`src/rtl/ewrapper_tx_framer.sv`:
```
// Frames emesh transactions into transposed 72-bit words (8 data pins + frame pin, 8 slots per beat).
// Optional burst beats (DATA-only continuation words) are built when TX_FRAMER_BURST_EN is defined.
//
// state | meaning
// IDLE  | no frame in flight, output idle word, accepting
// C0    | first beat of a frame (header, dst, data[31:8]); not accepting
// C1    | second beat (data[7:0], src); accepting the next txn
// B     | burst continuation beat (data only); accepting the next txn
module ewrapper_tx_framer #(
    parameter int SYNC_STAGES = 2
) (
    input  logic        CLK_DIV_IN,
    input  logic        RESET_N,
    input  logic        EMESH_ACCESS,
    input  logic        EMESH_WRITE,
    input  logic [1:0]  EMESH_DATAMODE,
    input  logic [3:0]  EMESH_CTRLMODE,
    input  logic [31:0] EMESH_DSTADDR,
    input  logic [31:0] EMESH_DATA,
    input  logic [31:0] EMESH_SRCADDR,
    output logic        EMESH_WAIT,
    input  logic        TX_RD_WAIT,
    output logic [71:0] DATA_OUT_FROM_DEVICE
);

    localparam logic [1:0] ST_IDLE = 2'd0;
    localparam logic [1:0] ST_C0   = 2'd1;
    localparam logic [1:0] ST_C1   = 2'd2;
    localparam logic [1:0] ST_B    = 2'd3;

    logic [1:0]             state_q, state_d;
    logic [SYNC_STAGES-1:0] sync_q, sync_d;
    logic [7:0]             hdr_q, hdr_d;
    logic [31:0]            dst_q, dst_d;
    logic [31:0]            data_q, data_d;
    logic [31:0]            src_q, src_d;
    logic [71:0]            dout_q, dout_d;

    logic                   wait_sync;
    logic                   accept_window;
    logic                   accept;
    logic                   burst_ok;
    logic [7:0][7:0]        slots;
    logic [7:0]             frame;

    always_comb begin
        sync_d = {sync_q[SYNC_STAGES-2:0], TX_RD_WAIT};
    end

    assign wait_sync     = sync_q[SYNC_STAGES-1];
    assign accept_window = (state_q != ST_C0);
    assign EMESH_WAIT    = wait_sync | ~accept_window;
    assign accept        = EMESH_ACCESS & ~EMESH_WAIT;

`ifdef TX_FRAMER_BURST_EN
    // hdr_q/dst_q hold the previously accepted txn: {ctrl[7:4], mode[3:2], write[1], 0}
    always_comb begin
        burst_ok = ((state_q == ST_C1) || (state_q == ST_B))
                 && EMESH_WRITE && hdr_q[1]
                 && (EMESH_DATAMODE == 2'b10) && (hdr_q[3:2] == 2'b10)
                 && (EMESH_CTRLMODE == hdr_q[7:4])
                 && (EMESH_DSTADDR == (dst_q + 32'd4));
    end
`else
    assign burst_ok = 1'b0;
`endif

    always_comb begin
        state_d = state_q;
        hdr_d   = hdr_q;
        dst_d   = dst_q;
        data_d  = data_q;
        src_d   = src_q;
        if (accept) begin
            hdr_d   = {EMESH_CTRLMODE, EMESH_DATAMODE, EMESH_WRITE, 1'b0};
            dst_d   = EMESH_DSTADDR;
            data_d  = EMESH_DATA;
            src_d   = EMESH_SRCADDR;
            state_d = burst_ok ? ST_B : ST_C0;
        end else begin
            case (state_q)
                ST_C0:   state_d = ST_C1;
                ST_C1:   state_d = ST_IDLE;
                ST_B:    state_d = ST_IDLE;
                default: state_d = ST_IDLE;
            endcase
        end
    end

    // The word is built from the state being entered so an accept shows up one edge later.
    always_comb begin
        slots = '0;
        frame = 8'h00;
        case (state_d)
            ST_C0: begin
                slots = {hdr_d, dst_d, data_d[31:8]};
                frame = 8'hFF;
            end
            ST_C1: begin
                slots = {data_d[7:0], src_d, 24'h0};
                frame = 8'hFF;
            end
            ST_B: begin
                slots = {data_d, 32'h0};
                frame = 8'hFF;
            end
            default: begin
                slots = '0;
                frame = 8'h00;
            end
        endcase
    end

    // Slot 0 sits in slots[7]; pin p carries bit p of every slot, slot 0 at the pin's MSB.
    always_comb begin
        dout_d = '0;
        for (int e = 0; e < 8; e++) begin
            for (int p = 0; p < 8; p++) begin
                dout_d[8*p + 7 - e] = slots[7-e][p];
            end
            dout_d[71 - e] = frame[e];
        end
    end

    always_ff @(posedge CLK_DIV_IN or negedge RESET_N) begin
        if (!RESET_N) begin
            state_q <= ST_IDLE;
            sync_q  <= '1;
            hdr_q   <= '0;
            dst_q   <= '0;
            data_q  <= '0;
            src_q   <= '0;
            dout_q  <= '0;
        end else begin
            state_q <= state_d;
            sync_q  <= sync_d;
            hdr_q   <= hdr_d;
            dst_q   <= dst_d;
            data_q  <= data_d;
            src_q   <= src_d;
            dout_q  <= dout_d;
        end
    end

    assign DATA_OUT_FROM_DEVICE = dout_q;

endmodule

```
`config.mk`:
```
export PLATFORM = sky130hd
export DESIGN_NAME = ewrapper_tx_framer
export DESIGN_NICKNAME = d
export VERILOG_FILES = /design/src/rtl/ewrapper_tx_framer.sv
export SDC_FILE = /design/constraint.sdc
export NUM_CORES = 1
export LEC_CHECK = 0
export BUFFER_PORTS_ARGS = -buffer_cell sky130_fd_sc_hd__buf_2
export CELL_PAD_IN_SITES_DETAIL_PLACEMENT = 1
export CELL_PAD_IN_SITES_GLOBAL_PLACEMENT = 2
export CORE_UTILIZATION = 28
export CTS_BUF_LIST = sky130_fd_sc_hd__clkbuf_8
export CTS_CLUSTER_DIAMETER = 200
export CTS_CLUSTER_SIZE = 28
export DETAILED_ROUTE_END_ITERATION = 7
export HOLD_SLACK_MARGIN = 0.12
export PLACE_DENSITY_LB_ADDON = 0.15
export REMOVE_ABC_BUFFERS = 1
export SLEW_MARGIN = 20
export SYNTH_ARGS = -nofsm -noshare
export SYNTH_HDL_FRONTEND = slang
export SYNTH_SLANG_ARGS = --single-unit
```
`constraint.sdc`:
```
create_clock -name CLK_DIV_IN -period 1.8 [get_ports CLK_DIV_IN]
set_clock_uncertainty 0.2 [all_clocks]
set_input_delay 0.45 -clock CLK_DIV_IN [delete_from_list [all_inputs] [get_ports CLK_DIV_IN]]
set_output_delay 0.45 -clock CLK_DIV_IN [all_outputs]
set_load 0.005 [all_outputs]
```
### After elaboration in Yosys (flattened, before gate mapping)

Index checks and enable logic that the tools add are counted.

| storage, ports and cells | value |
|---|---|
| register bits after elaboration | 180 |
| input bits | 107 |
| output and inout port bits | 73 |
| logic and storage cells | 25 |

| cells by class | value |
|---|---|
| equality and inequality tests | 5 |
| muxes and demuxes | 8 |
| reductions and logical operators | 1 |
| bitwise operators | 4 |

Operator list:

| operator | number |
|---|---|
| 64-bit one-hot mux with 3 select lines | 1 |
| 32-bit two-way mux | 3 |
| 8-bit two-way mux | 2 |
| 2-bit by 1-bit == test with 1-bit output, second input constant | 2 |
| 2-bit == test, second input constant | 2 |
| 2-bit two-way mux | 2 |
| 3-bit OR reduction | 1 |
| 2-bit by 1-bit inequality test with 1-bit output, second input constant | 1 |
| 1-bit NOT | 2 |
| 1-bit bitwise AND | 1 |
| 1-bit OR | 1 |

### Depth between registers and ports, before layout

| depth | value |
|---|---|
| depth after elaboration | 9 |
| mapped depth | 6 |
| mapped depth without buffers | 3 |

### Least setup slack after synthesis

No wires, ideal clock.

| timing path | value |
|---|---|
| path type | register -> output |
| from | register state_q[0] |
| to | output EMESH_WAIT |
| cell stages (with the launch flop) | 5 |
| path buffers | 2 |
| path slack | 0.107 ns |
| arrival | 1.043 ns |
| required time | 1.150 ns |
| cell sequence | dfrtp_1 -> nor2b_4 -> buf_6 -> clkbuf_1 -> or2_2 |

| on the way | value |
|---|---|
| cells in the longest elaborated chain, start to end | 3 |

Ends and longest elaborated chain:

| element | RTL line | RTL |
|---|---|---|
| from (decl) | 31 | `logic [1:0] state_q, state_d;` |
| from (signal assigned) | 135 | `state_q <= state_d;` |
| 2-bit by 1-bit inequality test with 1-bit output | 51 | `assign accept_window = (state_q != ST_C0);` |
| 1-bit NOT | 52 | `assign EMESH_WAIT = wait_sync \| ~accept_window;` |
| 1-bit OR | 52 |  |
| to (decl) | 21 | `output logic EMESH_WAIT,` |

No other way between the ends.

### Final worst setup path

Same ends and word-level chain as after synthesis.

==> results.md <==
- Min setup slack post-route: -42.7 ps
- Setup tns final: -42.7 ps
- Vias per cell: about 4.2
- I/O pins: between 150 and 200
- Final setup violation count: 1
- CTS Buffer Depth: 2
- Per-cell routed wire length: roughly 15 um
- Crit path arrival time: around 1200 ps
- CTS Buf Count: 9
- P_sw: roughly 1.3 mW
- Clock Sinks: around 110
- Initial antenna violation count: 0
- Highest net fanout along the worst path: 2
- First-pass GRT wire length: 16700 um
- Startpoint Class: flip-flop
- Worst VDD drop: ~0.35 mV
- Cell area after placement: ~5100 um^2
- Worst-Margin Slew: 459 ps
- Post-route ant nets: 0
- Register area share after synthesis: approximately 67%
- Yosys warns: 0
- Failing checks: setup timing
- Root Buffer Master: clkbuf_8
- Sequential Power Share: a little over half
- Flop2flop setup slack: roughly 70 ps
- Core ar.: approximately 14000 um^2
- Placer Congestion: between 0.6 and 0.7
- Reg2reg path depth: 6
- Max-Slew Margin vs Limit: 69.4%
- Nets: 640
- Status: finished, violations left
- Synth unique cells: 17
- GRT Overall Usage: roughly 15%
- PwrDens: 820 nW/um^2
- Gr ovfl total: 0
- Most frequent cells in the layout: buf_2, dfrtp_1, dlygate4sd3_1
- # H-tree levels: 3
- Max Freq: approximately 540 MHz
- Pre-CTS setup slack: just under 20 ps
- # diodes: 0
- Max Slew Vio Count: 0
- Leak: approximately 3.4 nW
- Worst skew pair latency: 360 ps
- Area share of the largest cell type after synthesis: roughly 65%
- CP endpoint: EMESH_WAIT
- Reg2reg start: state_q[0]$_DFF_PN0_
- DR iter-0 viols: 78
- Critical path type: flip-flop to output pin
- Final Hold Fails: 0
- Port Buffers: approximately 180
- Drt total wl: approximately 11000 um
- Most common cell after layout, fill and taps aside: buf_2
- Total Power Consumption: between 5 and 6 mW
- Area delta synth->final: 59.7%
- Post-route DRC: 0
- Post-DP HPWL: around 6400 um
- CP endpoint kind: output pin
- Vias: a little over 3000
- Internal: a little over 4 mW
- Cell Count Post-Placement: 586
- Drt first pass iters: 4
- Die height: 123 um
- Hold WS: between 150 and 200 ps
- CTS tree: yes
- Worst Hold Path Cells: 0
- Minimum clock period after layout: around 1800 ps
- Share of layout cells above drive strength 1: about half
- Largest net degree at the start of global routing: 75
- Die X: roughly 120 um
- # rows: 43
- Cell Area, Synth: just over 4000 um^2
- Post-layout util: a little under half
- Clock power frac: between 20 and 30%
- Worst min-delay path category: flip-flop to flip-flop
- Final Instance Area: 6540 um^2
- Vias in the first global route: approximately 3200
- Initial core utilization: between 20% and 30%
- Synth Register Bits: about 110
- Top cells by area, synth: dfrtp_1, mux2_4, a22o_1
- Syn Inst Count: roughly 240
- Post-synth top area cell: dfrtp_1
- Unrepaired setup endpoints after global routing: yes
- Final std cells w/o fill: around 720
- Max-Cap Viols: 0
- Combinational power share: around a fifth
- Die ar.: roughly 15000 um^2
- Worst R2R End: src_q[0]$_DFF_PN0_
- Req. time, crit path: 1150 ps
- Crit path launch: state_q[0]$_DFF_PN0_
- CTS clk-pin slew, worst paths: around 90 ps
- Syn Area/Cell: approximately 17 um^2
- Final period util: 102%
- Switching Share: 23.7%
==> registers in the layout, indices dropped and copies added, names as in the netlist <==
| name | flops |
|---|---|
| DATA_OUT_FROM_DEVICE | 65 |
| src_q | 32 |
| data_q | 8 |
| state_q | 2 |
| sync_q | 2 |
==> power groups by stage <==
stage / logic, mW / clock network (mW) / registers, mW
6_report: 1.00 / 1.52 / 2.84
5_1_grt: 1.11 / 1.71 / 2.87
4_1_cts: 0.964 / 1.60 / 2.84
3_5_place_dp: 0.774 / 0 / 2.88
3_3_place_gp: 0.756 / 0 / 2.88
2_1_floorplan: 0.388 / 0 / 2.87
==> routing by layer <==
metal  up-vias  GRT usage, %  part of all wire, %
li1       1412             -                    -
met1      1479          19.1                   45
met2       129          22.7                   46
met3         7          5.12                  8.0
met4         0          4.04                  1.0
met5         -             0                    0
==> kinds of logic after synthesis <==
logic type,after synthesis,synth area share [%]
muxes,40,14.3
and+or+nand+nor,30,5.10
AOI/OAI and AO/OA,39,8.34
buffers and inverters,25,5.62
DFF,109,66.6
==> final cells by class <==
type                            count  area (um^2)
Clock buffer                       11          151
Multi-Input combinational cell    109         1140
Sequential cell                   109         2730
Timing Repair Buffer              304         2240
Clock inverter                      4         47.5
Tap cell                          180          225
Fill cell                        1494         7550
==> how the worst min path moves through the flow <==
| stage | startpoint | to | slack [ps] |
|---|---|---|---|
| 2_1_floorplan | RESET_N | DATA_OUT_FROM_DEVICE[0]$_DFF_PN0_ | -50 |
| 3_3_place_gp | sync_q[0]$_DFF_PN1_ | sync_q[1]$_DFF_PN1_ | 150 |
| 3_5_place_dp | sync_q[0]$_DFF_PN1_ | sync_q[1]$_DFF_PN1_ | 150 |
| 4_1_cts | sync_q[0]$_DFF_PN1_ | sync_q[1]$_DFF_PN1_ | 160 |
| 5_1_grt | sync_q[0]$_DFF_PN1_ | sync_q[1]$_DFF_PN1_ | 170 |
| 6_report | sync_q[0]$_DFF_PN1_ | sync_q[1]$_DFF_PN1_ | 160 |
==> worst max-delay path, cell delays in order, from the launching register on <==
cell and delay (ps):
dfrtp_1 370, nor2b_4 130, or2_4 220, buf_6 110
==> timing repair <==
item,CTS,global route
cloned,0,4
pin swaps,1,1
setup endpoints to repair,1,29
resized for setup,3,3
hold endpoints to repair,211,0
hold buffers,105,0
setup buffers,2,6
==> cell usage after synthesis <==
master    instances
dfrtp_1         107
a22o_1           39
mux2_4           36
and2_1           25
buf_4            11
buf_12            4
clkbuf_1          4
mux2_2            4
buf_2             2
buf_6             2
dfstp_2           2
nand2b_1          2
buf_8             1
clkbuf_2          1
nor2_8            1
nor2b_4           1
or2_2             1
(Power assumes the default switching activity.)
